<file path="src/rtl/riscv_multicycle_ctrl.sv">
// Multicycle RISC-V control FSM: sequences fetch, decode, memory, ALU, JAL and BEQ steps.
// Outputs are decoded combinationally from the current state and a few live inputs.
module riscv_multicycle_ctrl #(
   parameter int BW_OPCODE = 7
) (
   input  logic                 i_clk,
   input  logic                 i_rstn,
   input  logic [BW_OPCODE-1:0] i_opcode,
   input  logic [2:0]           i_funct3,
   input  logic                 i_zero,
   input  logic                 i_mem_ready,
   output logic                 o_mem_req,
   output logic                 o_mem_we,
   output logic                 o_pc_en,
   output logic                 o_ir_en,
   output logic                 o_reg_we,
   output logic                 o_addr_src,
   output logic [1:0]           o_alu_src_a,
   output logic [1:0]           o_alu_src_b,
   output logic [1:0]           o_alu_op,
   output logic [1:0]           o_result_src,
   output logic                 o_illegal,
   output logic [3:0]           o_state
);

   typedef enum logic [3:0] {
      S_FETCH    = 4'd0,
      S_DECODE   = 4'd1,
      S_MEMADR   = 4'd2,
      S_MEMREAD  = 4'd3,
      S_MEMWB    = 4'd4,
      S_MEMWRITE = 4'd5,
      S_EXECR    = 4'd6,
      S_ALUWB    = 4'd7,
      S_EXECI    = 4'd8,
      S_JAL      = 4'd9,
      S_BEQ      = 4'd10
   } state_t;

   localparam logic [BW_OPCODE-1:0] OP_LOAD   = BW_OPCODE'(7'b0000011);
   localparam logic [BW_OPCODE-1:0] OP_STORE  = BW_OPCODE'(7'b0100011);
   localparam logic [BW_OPCODE-1:0] OP_RTYPE  = BW_OPCODE'(7'b0110011);
   localparam logic [BW_OPCODE-1:0] OP_ITYPE  = BW_OPCODE'(7'b0010011);
   localparam logic [BW_OPCODE-1:0] OP_JAL    = BW_OPCODE'(7'b1101111);
   localparam logic [BW_OPCODE-1:0] OP_BRANCH = BW_OPCODE'(7'b1100011);

   state_t state_q;
   state_t state_d;

   always_ff @(posedge i_clk) begin
      if (!i_rstn) begin
         state_q <= S_FETCH;
      end else begin
         state_q <= state_d;
      end
   end

   // Memory handshake: o_mem_req is valid, i_mem_ready is ready; a transfer completes
   // in a cycle where both are 1. Until then state and all outputs hold unchanged.
   always_comb begin
      state_d      = S_FETCH;
      o_mem_req    = 1'b0;
      o_mem_we     = 1'b0;
      o_pc_en      = 1'b0;
      o_ir_en      = 1'b0;
      o_reg_we     = 1'b0;
      o_addr_src   = 1'b0;
      o_alu_src_a  = 2'd0;
      o_alu_src_b  = 2'd0;
      o_alu_op     = 2'd0;
      o_result_src = 2'd0;
      o_illegal    = 1'b0;
      case (state_q)
         S_FETCH: begin
            o_mem_req    = 1'b1;
            o_alu_src_b  = 2'd2;
            o_result_src = 2'd2;
            o_ir_en      = i_mem_ready;
            o_pc_en      = i_mem_ready;
            state_d      = i_mem_ready ? S_DECODE : S_FETCH;
         end
         S_DECODE: begin
            o_alu_src_a = 2'd1;
            o_alu_src_b = 2'd1;
            if (i_opcode == OP_LOAD || i_opcode == OP_STORE) begin
               state_d = S_MEMADR;
            end else if (i_opcode == OP_RTYPE) begin
               state_d = S_EXECR;
            end else if (i_opcode == OP_ITYPE) begin
               state_d = S_EXECI;
            end else if (i_opcode == OP_JAL) begin
               state_d = S_JAL;
            end else if (i_opcode == OP_BRANCH && i_funct3 == 3'b000) begin
               state_d = S_BEQ;
            end else begin
               o_illegal = 1'b1;
               state_d   = S_FETCH;
            end
         end
         S_MEMADR: begin
            o_alu_src_a = 2'd2;
            o_alu_src_b = 2'd1;
            state_d     = (i_opcode == OP_LOAD) ? S_MEMREAD : S_MEMWRITE;
         end
         S_MEMREAD: begin
            o_mem_req  = 1'b1;
            o_addr_src = 1'b1;
            state_d    = i_mem_ready ? S_MEMWB : S_MEMREAD;
         end
         S_MEMWB: begin
            o_reg_we     = 1'b1;
            o_result_src = 2'd1;
         end
         S_MEMWRITE: begin
            o_mem_req  = 1'b1;
            o_mem_we   = 1'b1;
            o_addr_src = 1'b1;
            state_d    = i_mem_ready ? S_FETCH : S_MEMWRITE;
         end
         S_EXECR: begin
            o_alu_src_a = 2'd2;
            o_alu_op    = 2'd2;
            state_d     = S_ALUWB;
         end
         S_EXECI: begin
            o_alu_src_a = 2'd2;
            o_alu_src_b = 2'd1;
            o_alu_op    = 2'd2;
            state_d     = S_ALUWB;
         end
         S_ALUWB: begin
            o_reg_we = 1'b1;
         end
         S_JAL: begin
            o_alu_src_a = 2'd1;
            o_alu_src_b = 2'd2;
            o_pc_en     = 1'b1;
            state_d     = S_ALUWB;
         end
         S_BEQ: begin
            o_alu_src_a = 2'd2;
            o_alu_op    = 2'd1;
            o_pc_en     = i_zero;
         end
         default: state_d = S_FETCH;
      endcase
      // Reset kills every strobe immediately so an abandoned instruction writes nothing.
      if (!i_rstn) begin
         o_mem_req = 1'b0;
         o_mem_we  = 1'b0;
         o_pc_en   = 1'b0;
         o_ir_en   = 1'b0;
         o_reg_we  = 1'b0;
         o_illegal = 1'b0;
      end
   end

   assign o_state = state_q;

endmodule

</file>
<file path="config.mk">
export PLATFORM = sky130hd
export DESIGN_NAME = riscv_multicycle_ctrl
export DESIGN_NICKNAME = d
export VERILOG_FILES = /design/src/rtl/riscv_multicycle_ctrl.sv
export SDC_FILE = /design/constraint.sdc
export NUM_CORES = 1
export LEC_CHECK = 0
export ABC_AREA = 1
export BUFFER_PORTS_ARGS = -buffer_cell sky130_fd_sc_hd__buf_2
export CELL_PAD_IN_SITES_DETAIL_PLACEMENT = 0
export CELL_PAD_IN_SITES_GLOBAL_PLACEMENT = 1
export CORE_MARGIN = 1.5
export CORE_UTILIZATION = 25
export DETAILED_ROUTE_END_ITERATION = 12
export GPL_TIMING_DRIVEN = 0
export HOLD_SLACK_MARGIN = 0.06
export MAX_ROUTING_LAYER = met4
export PLACE_DENSITY = 0.8
export SETUP_SLACK_MARGIN = 0.15
export SLEW_MARGIN = 40
export SYNTH_ARGS = -nofsm -noshare
export SYNTH_HDL_FRONTEND = slang
export SYNTH_SLANG_ARGS = --single-unit
</file>
<file path="constraint.sdc">
create_clock -name i_clk -period 2 [get_ports i_clk]
set_clock_uncertainty 0.05 [all_clocks]
set_input_delay 0.2 -clock i_clk [delete_from_list [all_inputs] [get_ports i_clk]]
set_output_delay 0.2 -clock i_clk [all_outputs]
set_load 0.1 [all_outputs]
</file>
* Word-level counts from Yosys, hierarchy flattened
Cells that the tools add are included.
** Cells by class
- Add/subtract/negate cells :: 0
- Bitwise operators :: 0
- Reductions and logical operators :: 13
- Equality and inequality tests :: 16
- Multiplexer cells :: 32
- Divide/modulo/power cells :: 0
- Multipliers :: 0
- Shifts and indexed selects :: 0
- Order comparisons :: 0
** Operators by type and width (count)
- $pmux W4 S6 :: 1
- $mux W4 :: 5
- $mux W1 :: 18
- $eq A4 B3 Y1 const B :: 4
- $pmux W2 S2 :: 4
- $eq A7 B6 Y1 const B :: 2
- $eq A7 B7 Y1 const B :: 2
- $eq A4 B4 Y1 const B :: 3
- $reduce_or A2 Y1 :: 5
- $mux W3 :: 3
- $reduce_or A3 Y1 :: 3
- $eq A4 B2 Y1 const B :: 2
- $eq A7 B2 Y1 const B :: 1
- $eq A7 B5 Y1 const B :: 1
- $eq A4 B1 Y1 const B :: 1
- $logic_not A4 Y1 :: 1
- $reduce_or A4 Y1 :: 1
- $logic_not A3 Y1 :: 1
- $pmux W1 S3 :: 1
- $logic_and A1 B1 Y1 :: 1
- $logic_or A1 B1 Y1 :: 1
** Word-level totals
- Flip-flop bits (word level) :: 4
- Bits in latches :: 0
- Bits of input ports :: 14
- Output and inout bits :: 19
- Memories :: 0
- Memory bits (writable) :: 0
- Memory bits (read-only) :: 0
- Logic and storage cells :: 62

* Longest topological paths before layout
Gate-level depths: netlist of the first run.
- Word-level depth :: 9
- Mapped depth :: 8
- Gate-level depth less buffers :: 8

* Worst setup path after synthesis of the first run
OpenSTA, ideal clock, no wires.
- Path type :: register -> output
- Start point :: register state_q[1], in the netlist o_state[1]
- End point :: output port o_pc_en
- Setup slack :: -3.256 ns
- Data arrival time :: 5.006 ns
- Stages on the path, launching flop included :: 5
- Path buffers :: 0
- Required time :: 1.750 ns
- Cells stage by stage :: dfxtp_1 nand2_1 nor3_1 nand2_1 a31oi_1
** On the way
- Cells in the longest elaborated chain, start to end :: 3
- Elaborated cells on any way between the ends :: 5
- Those cells by class :: eq/ne: 2; mux: 2; reduce/logical: 1
** RTL lines
- start: declaration :: RTL line 47 : state_t state_q;
- start signal: assignment :: RTL line 54 : state_q <= state_d;
- $eq A4 B4 Y1 or $logic_not A4 Y1 (tied branches) :: RTL line 73 : case (state_q)
- $pmux W1 S3 (*) :: RTL line 73
- $mux W1 (*) :: RTL line 148 : if (!i_rstn) begin
- end: declaration :: RTL line 14 : output logic o_pc_en,
Every way passes the cells marked *; elsewhere a longest branch is shown, timed or not.

* Worst setup path after layout of the first run
- Start point :: register state_q[3], in the netlist o_state[3]
- End point :: output port o_illegal
** On the way
- Cells in the longest elaborated chain, start to end :: 3
** RTL lines
- $eq A4 B1 Y1 :: RTL line 73
- $mux W1 :: RTL line 73
- $mux W1 :: RTL line 148
- end: declaration :: RTL line 22 : output logic o_illegal,
Every way passes these cells.

==> results.cfg, run 1 <==
[synth]
seq_area_frac_synth_pct = 16.2
synthesis.area_sq_um = 493
avgSynthCellArea_sq_um = 4.88
synth_warnings = 0
postSynthCellCount = 101
ys_ff_latch = 4
synth_nets = 115
synth_cell_type_count = 16

[worst_setup_path]
crit_chain = inv_2, nand2_2, nor2_4, nand3_1, nor3_4, buf_8
crit_buf_inv = 2
rr_startpoint = o_state[1]
endpoint_kind = primary output
crit_start = o_state[3]
slowest_delay_ns = 0.35
required_ns = 1.75
crit_family = simple AND/OR/NAND/NOR gates
path_class = register to primary output
worstSetupStartpointType = register
worstPathArrival_ns = 1.54
cpMaxStageDelayCell = dfxtp_4
critPathMaxFanout = 6

[run_status]
status = complete, no violations

[global_routing]
grt_max_degree = 8
grt_pass1_vias = 651
overflow = 0
grt_antenna_before_repair = 0
grt_pass1_wl_um = 2470
grt_usage_pct = 15.8

[place]
gp_congestion = 0.821
placed_area_sq_um = 822
port_buffers = 32
dp_hpwl_um = 1340

[floorplanning]
dieWidth_um = 47.4
fp.dieH_um = 47.4
dieArea_sq_mm = 0.00225
initial_utilization_pct = 27.6
io_pins = 33
core_sq_mm = 0.00178
row_count = 15

[timing]
rsz0062_at_grt = true
relSlewSlack_pct = 67.6
period_minus_slack_ns = 1.79
fin_crit_sh_pct = 89.5
setup_viol = 0
final_hold_viol_count = 0
maxSlewViolCount = 0
tightest_slew_ns = 0.490
max_freq_mhz = 559

[final_layout]
largest_register_ffs = 4
drive_gt1_share_pct = 46.3
most-common-layout-cells = buf_2 (22), nand2_1 (21), nor2_1 (19)
final_common_cell = buf_2
n_antenna_cell = 0
syn2layout_area_growth_pct = 82.5
stdcell_area_sq_um = 900
final_nets = 152

[pwr]
ir_drop_v = 0.000274
p_leak_uw = 0.000482
p_sw_uw = 164
internal_power_uw = 188
combPwrFrac_pct = 50.5
p_per_area_mw_per_mm2 = 391
pwr-share-clk_pct = 27.0
pwr-share-seq_pct = 22.5
sw_frac_of_total_pct = 46.6
p_total_uw = 351

[detailed_routing]
drcViolationCount = 0
drt-pass1-iter-count = 4
avgRoutedWirePerCell_um = 9.40
vias = 696
routed_wl_um = 1510
dr.first_iter.drc_count = 5
postRouteAntennaNets = 0
vias_per_cell = 4.32

[clocking]
root_buffer = clkbuf_4
cts_inserted_buffers = 3
cts.sinks = 4
cts.clk_slew.worst_paths_ns = 0.03
postCtsSetupBuffers = 0
cts_tree = yes
cts_hold_buf = 0
clk_path_buf_depth = 2
htreeDepth = 1
clock_latency_ns = 0.23

[hold_path]
hold_path.startpoint = i_rstn
worst_hold_path_type = input port to register

[job]
drv_cap = 0
final cells by class:
type / count / area, sq um
Clock buffer: 3 / 22.5
Fill cell: 184 / 883
Inverter: 21 / 78.8
Multi-Input combinational cell: 76 / 464
Sequential cell: 4 / 95.1
Tap cell: 25 / 31.3
Timing Repair Buffer: 32 / 208
path summary, 6_finish.rpt:
kind / endpoint / cells after the start / slack (ns)
setup reg to reg: o_state[1] / 7 / 0.63
hold reg to reg: o_state[1] / 4 / 0.69
hold / removal: o_state[3] / 3 / 0.32
setup / recovery: o_illegal / 6 / 0.21
timing repair:
item / in CTS / in global routing
setup endpoints to repair: 5 / 8
gates resized for setup: 5 / 15
endpoints found under the hold margin: 0 / 0
layer usage:
metal | track usage [%] | part of all wire [%] | routed length, um
met1 | 17.7 | 46 | 691
met2 | 28.9 | 50 | 762
met3 | 1.15 | 4.0 | 61
met4 | 5.00 | 0 | 0
met5 | - | 0 | 0
cell usage after synthesis:
library cell | number | area (sq um)
nand2_2 | 1 | 6.26
nand4_1 | 1 | 6.26
nor2_1 | 22 | 82.6
dfxtp_1 | 4 | 80.1
o21ai_0 | 4 | 20.0
inv_1 | 19 | 71.3
nor3_1 | 2 | 10.0
a31oi_1 | 1 | 6.26
inv_2 | 2 | 7.51
a21oi_1 | 2 | 10.0
nand3_1 | 10 | 50.1
nand2_1 | 26 | 97.6
a211oi_1 | 1 | 7.51
o211ai_1 | 1 | 7.51
o21ai_1 | 1 | 5.00
nor2_2 | 4 | 25.0
cell families after synthesis:
logic type	Yosys count	synth area share, %
simple gates	66	56.3
buf+inv	21	16.0
compound gates	10	11.4
flops	4	16.2
power groups by stage:
stage	logic (uW)	registers (uW)	clock network (uW)
final	177	79.1	94.9
after global routing	188	79.6	103
after CTS	170	79.2	99.6
after detailed placement	165	80.4	0
after global placement	164	80.3	0
after floorplan	121	90.8	0
worst min-delay path: cells and delay by family:
family / cells / cell delay, ns
buf+inv: 1 / 0.12
simple gates: 2 / 0.23
per-stage QoR:
step	utilization, %	setup TNS, ns	setup WS (ns)	hold slack, ns	instances
finish	50.5	0	0.210	0.322	161
global route	50.5	0	0.121	0.329	161
CTS	48.1	0	0.0876	0.320	161
detailed placement	46.1	0	0.217	0.557	158
global placement	46.1	0	0.230	0.546	158
floorplan	-	-1.52	-0.576	0.369	101
(Power assumes the default switching activity.)
==> inputs of run 2 (changes only) <==
==> constraint.sdc (replaced) <==
create_clock -name i_clk -period 2.2 [get_ports i_clk]
set_clock_uncertainty 0.05 [all_clocks]
set_input_delay 0.11 -clock i_clk [delete_from_list [all_inputs] [get_ports i_clk]]
set_output_delay 0.11 -clock i_clk [all_outputs]
set_load 0.1 [all_outputs]
==> results.cfg, run 2 (synthesis gave the netlist of run 1 again) <==
[run_status]
status = complete, no violations

[pwr]
p_total_uw = 310
p_leak_uw = 0.000470
p_per_area_mw_per_mm2 = 374
ir_drop_v = 0.000230

[floorplanning]
fp.dieH_um = 47.4
io_pins = 33
initial_utilization_pct = 27.6
dieArea_sq_mm = 0.00225
dieWidth_um = 47.4
row_count = 15
core_sq_mm = 0.00178

[clocking]
cts_hold_buf = 0
root_buffer = clkbuf_4
cts_inserted_buffers = 3
cts_tree = yes
clock_latency_ns = 0.23
htreeDepth = 1
cts.clk_slew.worst_paths_ns = 0.04
cts.sinks = 4
cts_resized = 0
postCtsSetupBuffers = 0
clk_path_buf_depth = 2

[final_layout]
n_antenna_cell = 0
largest_register_ffs = 4
stdcell_area_sq_um = 830
syn2layout_area_growth_pct = 68.3
drive_gt1_share_pct = 44.1
final_nets = 152
most-common-layout-cells = buf_2 (32), nand2_1 (23), nor2_1 (19)
final_common_cell = buf_2
multi_input_area_sq_um = 439
register_area_sq_um = 95.1
n_fill_cell = 208
final_core_util_pct = 46.5

[detailed_routing]
postRouteAntennaNets = 0
drcViolationCount = 0
avgRoutedWirePerCell_um = 9.11
dr.first_iter.drc_count = 15
vias = 706
drt-pass1-iter-count = 4
routed_wl_um = 1470
vias_per_cell = 4.39

[timing]
final_hold_viol_count = 0
maxSlewViolCount = 0
max_freq_mhz = 531
relSlewSlack_pct = 68.6
setup_tns_ns = 0
fin_crit_sh_pct = 85.6
rsz0062_at_grt = false
tightest_slew_ns = 0.467
period_minus_slack_ns = 1.88
setup_viol = 0

[worst_setup_path]
worstPathArrival_ns = 1.72
endpoint_kind = primary output
worstSetupStartpointType = register
critPathMaxFanout = 4
path_class = register to primary output
required_ns = 2.04

[job]
drv_cap = 0

[hold_path]
worst_hold_path_type = input port to register

[global_routing]
grt_usage_pct = 15.6
overflow = 0
grt_antenna_before_repair = 0
grt_pass1_wl_um = 2460
grt_max_degree = 8
grt_pass1_vias = 614

[place]
gp_congestion = 0.828
placed_area_sq_um = 807
dp_hpwl_um = 1310
port_buffers = 32
run 2: changes by cell type in the layout (fill, tap and decap cells not counted), moves of 3 or more:
cell / change
nand2_2: -3
nor2_4: -4
nor2_2: +4
clkbuf_4: -4
buf_2: +10
run 2: critical path, cell delays in order (launching register included):
cell     delay (ns)
dfxtp_4        0.35
inv_1          0.09
nand2_1        0.10
nor2_2         0.20
nand3_1        0.17
nor3_4         0.13
buf_2          0.44
run 2: layer usage:
metal	share of wire (%)	global-route usage, %	vias to the layer above	routed length [um]
li1	-	-	383	-
met2	48	25.9	25	704
met3	5.7	2.31	0	83
met1	46	19.9	298	679
met5	0	-	-	0
met4	0	3.33	0	0
run 2: through the flow:
| stage | setup WS (ns) | hold slack [ns] | instances |
|---|---|---|---|
| 4_1_cts | 0.306 | 0.204 | 161 |
| 2_1_floorplan | -0.286 | 0.279 | 101 |
| 6_report | 0.317 | 0.203 | 161 |
| 3_3_place_gp | 0.555 | 0.446 | 158 |
| 3_5_place_dp | 0.567 | 0.446 | 158 |
| 5_1_grt | 0.193 | 0.238 | 161 |
run 2: layout make-up:
cell class,instances,area share (%)
tap,25,3.77
sequential,4,11.5
timing repair buffer,32,19.3
clock buffer,3,2.71
inverter,21,9.80
multi-input combinational,76,52.9
run 2: power by group:
| part | switching, uW | total (uW) | internal, uW | leakage (uW) |
|---|---|---|---|---|
| Combinational | 118 | 148 | 29.7 | 0.000420 |
| Clock | 29.5 | 90.4 | 61.0 | 0.0000138 |
| Sequential | 1.62 | 72.0 | 70.3 | 0.0000355 |
run 2: worst paths after layout:
check	from	endpoint	slack (ns)	cells after the start
worst max-delay path	o_state[1]	o_illegal	0.32	6
worst min-delay path	i_rstn	o_state[3]	0.20	3
worst max register to register	o_state[1]	o_state[1]	0.90	7
worst min register to register	o_state[0]	o_state[1]	0.66	4
